File: src/rtl/exec_unit.sv
// Execute/write-back stage: single-cycle ALU ops plus an optional shift-add multiplier,
// driving the register-file write port. Define EXEC_MUL_EN to build the multiplier (op C).
module exec_unit #(
  parameter int BW = 8
) (
  input  logic          clk,
  input  logic          rst,
  input  logic          in_valid,
  output logic          in_ready,
  input  logic [3:0]    op,
  input  logic [BW-1:0] a_data,
  input  logic [BW-1:0] b_data,
  input  logic [3:0]    dst,
  output logic [BW-1:0] din,
  output logic [3:0]    DA,
  output logic          RW,
  output logic          flag_z,
  output logic          flag_n,
  output logic          flag_c,
  output logic [1:0]    fsm_state
);

  // Handshake: an op transfers on a rising edge where in_valid && in_ready.
  // in_ready is high only in IDLE; in_valid is ignored while busy.

  localparam logic [3:0] OP_MOV = 4'h1;
  localparam logic [3:0] OP_ADD = 4'h2;
  localparam logic [3:0] OP_SUB = 4'h3;
  localparam logic [3:0] OP_AND = 4'h4;
  localparam logic [3:0] OP_OR  = 4'h5;
  localparam logic [3:0] OP_XOR = 4'h6;
  localparam logic [3:0] OP_NOT = 4'h7;
  localparam logic [3:0] OP_SHL = 4'h8;
  localparam logic [3:0] OP_SHR = 4'h9;
  localparam logic [3:0] OP_INC = 4'hA;
  localparam logic [3:0] OP_DEC = 4'hB;

`ifdef EXEC_MUL_EN
  localparam logic [3:0] OP_MUL = 4'hC;
  localparam int CW = (BW > 1) ? $clog2(BW) : 1;
  typedef enum logic [1:0] {IDLE = 2'd0, WB = 2'd1, MUL = 2'd2} state_t;
`else
  typedef enum logic [1:0] {IDLE = 2'd0, WB = 2'd1} state_t;
`endif

  state_t state, state_n;

  logic          accept;
  logic          is_mul;
  logic          alu_wr;
  logic [BW-1:0] alu_res;
  logic          alu_c;
  logic [BW:0]   alu_sum;

  assign in_ready  = (state == IDLE);
  assign accept    = in_valid && in_ready;
  assign fsm_state = state;

  // Result is computed straight from the accepted operands, so later operand changes cannot leak in.
  always_comb begin
    alu_wr  = 1'b1;
    alu_res = '0;
    alu_c   = 1'b0;
    alu_sum = '0;
    case (op)
      OP_MOV: alu_res = a_data;
      OP_ADD: begin
        alu_sum = {1'b0, a_data} + {1'b0, b_data};
        alu_res = alu_sum[BW-1:0];
        alu_c   = alu_sum[BW];
      end
      OP_SUB: begin
        alu_sum = {1'b0, a_data} - {1'b0, b_data};
        alu_res = alu_sum[BW-1:0];
        alu_c   = alu_sum[BW];
      end
      OP_AND: alu_res = a_data & b_data;
      OP_OR:  alu_res = a_data | b_data;
      OP_XOR: alu_res = a_data ^ b_data;
      OP_NOT: alu_res = ~a_data;
      OP_SHL: begin
        alu_res = {a_data[BW-2:0], 1'b0};
        alu_c   = a_data[BW-1];
      end
      OP_SHR: begin
        alu_res = {1'b0, a_data[BW-1:1]};
        alu_c   = a_data[0];
      end
      OP_INC: begin
        alu_sum = {1'b0, a_data} + {{BW{1'b0}}, 1'b1};
        alu_res = alu_sum[BW-1:0];
        alu_c   = alu_sum[BW];
      end
      OP_DEC: begin
        alu_sum = {1'b0, a_data} - {{BW{1'b0}}, 1'b1};
        alu_res = alu_sum[BW-1:0];
        alu_c   = alu_sum[BW];
      end
      default: alu_wr = 1'b0;
    endcase
  end

`ifdef EXEC_MUL_EN
  logic [BW-1:0] mul_a;
  logic [BW-1:0] mul_b;
  logic [BW-1:0] mul_acc;
  logic [BW-1:0] mul_sum;
  logic [3:0]    mul_dst;
  logic [CW-1:0] mul_cnt;
  logic          mul_last;

  assign is_mul   = (op == OP_MUL);
  // Only the low BW product bits are kept, so the partial sum never needs to grow.
  assign mul_sum  = mul_acc + (mul_b[0] ? mul_a : '0);
  assign mul_last = (mul_cnt == CW'(BW - 1));
`else
  assign is_mul = 1'b0;
`endif

  always_comb begin
    state_n = state;
    case (state)
      IDLE: begin
        if (accept && is_mul) begin
`ifdef EXEC_MUL_EN
          state_n = MUL;
`endif
        end else if (accept && alu_wr) begin
          state_n = WB;
        end
      end
      WB: state_n = IDLE;
`ifdef EXEC_MUL_EN
      MUL: if (mul_last) state_n = WB;
`endif
      default: state_n = IDLE;
    endcase
  end

  always_ff @(posedge clk or negedge rst) begin
    if (!rst) begin
      state  <= IDLE;
      din    <= '0;
      DA     <= '0;
      RW     <= 1'b0;
      flag_z <= 1'b0;
      flag_n <= 1'b0;
      flag_c <= 1'b0;
    end else begin
      state <= state_n;
      RW    <= 1'b0;
      if (accept && alu_wr) begin
        din    <= alu_res;
        DA     <= dst;
        RW     <= 1'b1;
        flag_z <= (alu_res == '0);
        flag_n <= alu_res[BW-1];
        flag_c <= alu_c;
      end
`ifdef EXEC_MUL_EN
      if (state == MUL && mul_last) begin
        din    <= mul_sum;
        DA     <= mul_dst;
        RW     <= 1'b1;
        flag_z <= (mul_sum == '0);
        flag_n <= mul_sum[BW-1];
        flag_c <= 1'b0;
      end
`endif
    end
  end

`ifdef EXEC_MUL_EN
  // One multiplier bit per cycle: multiplicand shifts left, multiplier shifts right.
  always_ff @(posedge clk or negedge rst) begin
    if (!rst) begin
      mul_a   <= '0;
      mul_b   <= '0;
      mul_acc <= '0;
      mul_dst <= '0;
      mul_cnt <= '0;
    end else if (accept && is_mul) begin
      mul_a   <= a_data;
      mul_b   <= b_data;
      mul_acc <= '0;
      mul_dst <= dst;
      mul_cnt <= '0;
    end else if (state == MUL) begin
      mul_a   <= {mul_a[BW-2:0], 1'b0};
      mul_b   <= {1'b0, mul_b[BW-1:1]};
      mul_acc <= mul_sum;
      mul_cnt <= mul_cnt + 1'b1;
    end
  end
`endif

endmodule

File: config.mk
export PLATFORM = sky130hd
export DESIGN_NAME = exec_unit
export DESIGN_NICKNAME = d
export VERILOG_FILES = /design/src/rtl/exec_unit.sv
export SDC_FILE = /design/constraint.sdc
export NUM_CORES = 1
export LEC_CHECK = 0
export CORE_MARGIN = 1.5
export CORE_UTILIZATION = 30
export DETAILED_ROUTE_END_ITERATION = 10
export HOLD_SLACK_MARGIN = 0.05
export SLEW_MARGIN = 5
export SYNTH_ARGS = -nofsm -noshare
export SYNTH_HDL_FRONTEND = slang
export SYNTH_SLANG_ARGS = --single-unit
File: constraint.sdc
create_clock -name clk -period 2.3 [get_ports clk]
set_clock_uncertainty 0.05 [all_clocks]
set_input_delay 0.46 -clock clk [delete_from_list [all_inputs] [get_ports clk]]
set_output_delay 0.46 -clock clk [all_outputs]
set_load 0.01 [all_outputs]
---- Word-level counts from Yosys, hierarchy flattened ----
Cells that the tools add are included.
storage, ports and cells
  register bits ........................... 18
  input port bits ......................... 27
  output and inout bits ................... 19
  word-level logic and storage cells ...... 38
operators by class
  add/subtract/negate cells ............... 4
  equal/unequal tests ..................... 12
  muxes and demuxes ....................... 6
  bitwise gates (word level) .............. 4
  reduce and logical (&&, ||, !) cells .... 5
operators with widths
  operator               number
  $pmux W8 S11           1
  $eq A4 B3 Y1 const B   4
  $eq A4 B4 Y1 const B   4
  $reduce_or A11 Y1      1
  $add A8 B1 Y9 const B  1
  $add A8 B8 Y9          1
  $sub A8 B1 Y9 const B  1
  $sub A8 B8 Y9          1
  $and A8 B8 Y8          1
  $eq A4 B2 Y1 const B   2
  $logic_not A8 Y1       1
  $not A8 Y8             1
  $or A8 B8 Y8           1
  $xor A8 B8 Y8          1
  $pmux W1 S6            1
  $eq A4 B1 Y1 const B   1
  $mux W2                2
  $logic_and A1 B1 Y1    2
  $logic_not A2 Y1       1
  $mux W1                2
  $ne A2 B1 Y1 const B   1

---- Logic depth before layout (Yosys ltp) ----
  depth in word-level cells ............... 6
  depth in mapped cells ................... 11
  mapped depth without buffers ............ 10

---- Worst setup path before layout ----
No wires, ideal clock.
  path type ............................... input port to flip-flop
  start point ............................. input a_data[0]
  end point ............................... register flag_z
  library setup time ...................... 0.092 ns
  data arrival time ....................... 2.799 ns
  data required time ...................... 2.158 ns
  slack ................................... -0.641 ns
  stages on the path ...................... 11
  buffers on the path ..................... 1
  cells stage by stage .................... buf_2 inv_1 ha_1 fa_1 or2_2 a211oi_1 mux2i_1 o21ai_0 or3_1 nand4b_1 o31ai_2
between the ends
  longest elaborated chain between the ends .. 3
  elaborated cells between the ends (all ways) .. 10
  classes of those cells .................. add/sub (4); mux (1); bitwise (4); reduce/logical (1)
ends and longest elaborated chain
  item                                         line  text
  start: declaration                           11    input logic [BW-1:0] a_data,
  $sub A8 B1 Y9, or another cell as far along  95    alu_sum = {1'b0, a_data} - {{BW{1'b0}}, 1'b1};
  $pmux W8 S11 (*)                             65    case (op)
  $logic_not A8 Y1 (*)                         156   flag_z <= (alu_res == '0);
  end signal: assignment                       156
  end: declaration                             17    output logic flag_z,
Mark *: on every way between the ends. The rest lies on a longest branch, timed or not.
A chain may end at the register's enable or synchronous reset.

---- Final worst setup path ----
Same ends and word-level chain as after synthesis.

==> run summary <==
nets@finish = 555
# diodes = 0
# DRC = 0
Final Cycle Share = 113%
die width = 96.8 um
gr usage total = 19.8%
logic gate share of total power = 62.4%
Worst Max-Slew Pin Slew = 0.686 ns
Netlist Area Pre-Place = 0.00264 sq mm
post-route ant nets = 0
Fmax = 384 MHz
CTS Sinks = 16
reg2reg setup slack = 0.66 ns
Post-synth EDFFs = 0
area share of the largest cell type after synthesis = 15.2%
I/O Pins = 46
Max Fanout on Critical Path = 3
Critical Path RT = 2.41 ns
Filler cells = 828
Buffers on Ports = 44
switching power = 0.571 mW
VDD IR-drop max = 0.186 mV
CTS H-tree depth = 1
iteration-0 DRC count of the detailed router = 244
synth warn = 0
register area share after synthesis = 15.2%
worst hold path type = register to register
Die Span Y = 96.8 um
first-pass iteration count of the detailed router = 5
Root Buffer = clkbuf_8
first-pass GRT wire length = 15500 um
Yosys reg bits = 16
Clock transition at path regs = 0.06 ns
Reg-to-Reg End = flag_z
pwr dens = 354 mW/mm^2
Critical Path AT = 2.71 ns
Worst Setup Start Kind = input pin
hold path cells = 2
GP Congestion = 0.901
global route overflow = 0
Initial Utilization = 30.6%
Post-synth ARST share = 100%
Post-synth top flop = dfrtp_1
layout cell share with drive strength beyond 1 = 42.8%
RSZ-0062 raised after global routing = yes
Synth Net Count = 405
Area contributors post-synth = dfrtp_1 (15%), ha_1 (13%), nand2_1 (6.5%)
Critical R2R Launch = fsm_state[0]
crit path time final = 2.60 ns
Layout area overhead = 70.3%
Slew HR = 54.1%
largest area contributor in the netlist = dfrtp_1
Worst Reg-to-Reg Cells = 8
area of the core = 0.00864 sq mm
post-synthesis average cell area = 7.57 sq um
Cell variety after synth = 69
TritonCTS buffer count = 3
critical path type = input pin to register
setup tns final = -0.670 ns
endpoints failing setup = 3
row count = 34
vias in the first global route = 3132
Max clock buf depth = 2
Final Power = 1.59 mW
Final Hold Viols = 0
initial antenna violation count = 0
Net Sw Frac = 35.9%
CTS tree = done
vias = 3263
wire per inst = 15.9 um
hold_sp = din[6]
Min Hold Slack = 0.423 ns
drt total wl = 9630 um
Internal Pwr Total = 1.02 mW
outcome = finished, violations left
cells after synthesis = 349
die area = 0.00938 sq mm
clock latency on the worst-skew pair = 0.24 ns
Max Slew Vio Count = 0
setup slack after layout = -0.302 ns
Reg power frac = 22.5%
failing checks = setup timing
maxcap violations = 0
clock share of power = 15.1%
Worst Hold Endpoint = din[6]
critical path endpoint category = register
DR vias/cell = 5.38
Leak Pwr = 1.99 nW
detailed-placement wirelength estimate = 7340 um
largest net degree at the start of global routing = 19
[worst max path at each step]
stage | startpoint | endpoint | slack, ns | cells after the start
CTS | a_data[0] | flag_z | -0.33 | 11
detailed placement | a_data[0] | flag_z | -1.07 | 11
floorplan | a_data[0] | flag_z | -0.32 | 11
finish | a_data[0] | flag_z | -0.30 | 11
global placement | a_data[0] | flag_z | -0.97 | 10
global route | a_data[0] | flag_z | -0.38 | 11
[layout make-up]
type / count / area, sq um / share of cell area, %
sequential: 16 / 400 / 8.90
timing repair buffer: 173 / 1480 / 32.8
tap: 108 / 135 / 3.01
multi-input combinational: 278 / 2320 / 51.6
inverter: 27 / 109 / 2.42
clock buffer: 4 / 55.1 / 1.22
[cells by family (layout without fill, tap and decap cells)]
group	count (synthesis)	after routing	share of synthesized area [%]
AND/OR/NAND/NOR	128	128	26.3
multiplexers	12	12	4.74
adder cells (fa/ha/maj)	29	29	14.3
buffers and inverters	55	204	10.2
XOR/XNOR	13	13	4.31
flip-flops	16	16	15.2
other	1	1	0.142
AO/OA/AOI/OAI	95	95	24.9
[cells in the mapped netlist, drive strengths merged, types with 3 or more instances]
library cell  count
nand2            46
ha               27
inv              26
buf              22
o21ai            20
a21oi            17
dfrtp            16
nor2             14
xnor2            13
nor3             10
mux2i             8
nand3             8
nor2b             8
a31oi             7
nand2b            7
o22ai             7
a211oi            6
clkbuf            6
nor3b             5
mux2              4
nand4             4
nor4              4
o2111ai           4
a2111oi           3
a22o              3
a32o              3
o211ai            3
o31ai             3
or4               3
[placed cells by master (no fill, tap or decap), types with 12 or more instances in the layout]
cell             instances
inv_1                   13
dfrtp_1                 16
buf_4                  112
nand2_1                 44
ha_1                    14
xnor2_1                 12
buf_6                   14
o21ai_0                 14
a21oi_1                 14
clkdlybuf4s50_1         24
[power by group through the flow]
stage	registers (mW)	clock network (mW)	logic [mW]
CTS	0.359	0.245	0.945
detailed placement	0.363	0	0.827
global placement	0.361	0	0.817
global route	0.365	0.266	1.06
floorplan	0.385	0	0.383
finish	0.357	0.240	0.992
[through the flow]
| stage | std cells | setup WS (ns) | cell area, sq um | utilization (%) |
|---|---|---|---|---|
| global route | 606 | -0.384 | 4500 | 52.1 |
| floorplan | 349 | -0.316 | 2700 | - |
| detailed placement | 578 | -1.07 | 3900 | 45.2 |
| finish | 606 | -0.302 | 4500 | 52.1 |
| global placement | 578 | -0.967 | 3900 | 45.2 |
| CTS | 601 | -0.332 | 4410 | 51.1 |
[layer usage]
metal | part of all wire [%] | up-vias | routed length [um] | track usage [%]
met5 | 0 | - | 0 | 0
met4 | 2.6 | 0 | 248 | 6.13
met3 | 4.7 | 20 | 448 | 1.81
met2 | 49 | 131 | 4760 | 35.7
met1 | 43 | 1547 | 4170 | 24.7
li1 | - | 1565 | - | -
[state kept, by name, summed over array words and instances, names as in the netlist]
register   flops
fsm_state      1
flag_z         1
din            8
RW             1
DA             4
flag_c         1
[repair_timing]
action                                  CTS  global route
buffers inserted                         18             7
cloned                                    2             0
pin swaps                                29            23
endpoints found under the setup margin    9             7
hold buffers                              0             0
resized for setup                       117            23
[worst max-delay path: stages]
cell and delay [ns]:
buf_8 0.08, inv_6 0.03, ha_4 0.16, fa_2 0.38, or2_4 0.26, a211oi_4 0.27
mux2i_1 0.26, o21ai_1 0.08, or3_4 0.35, nand4b_1 0.20, o31ai_2 0.17
Power figures use the tool's default switching activity.
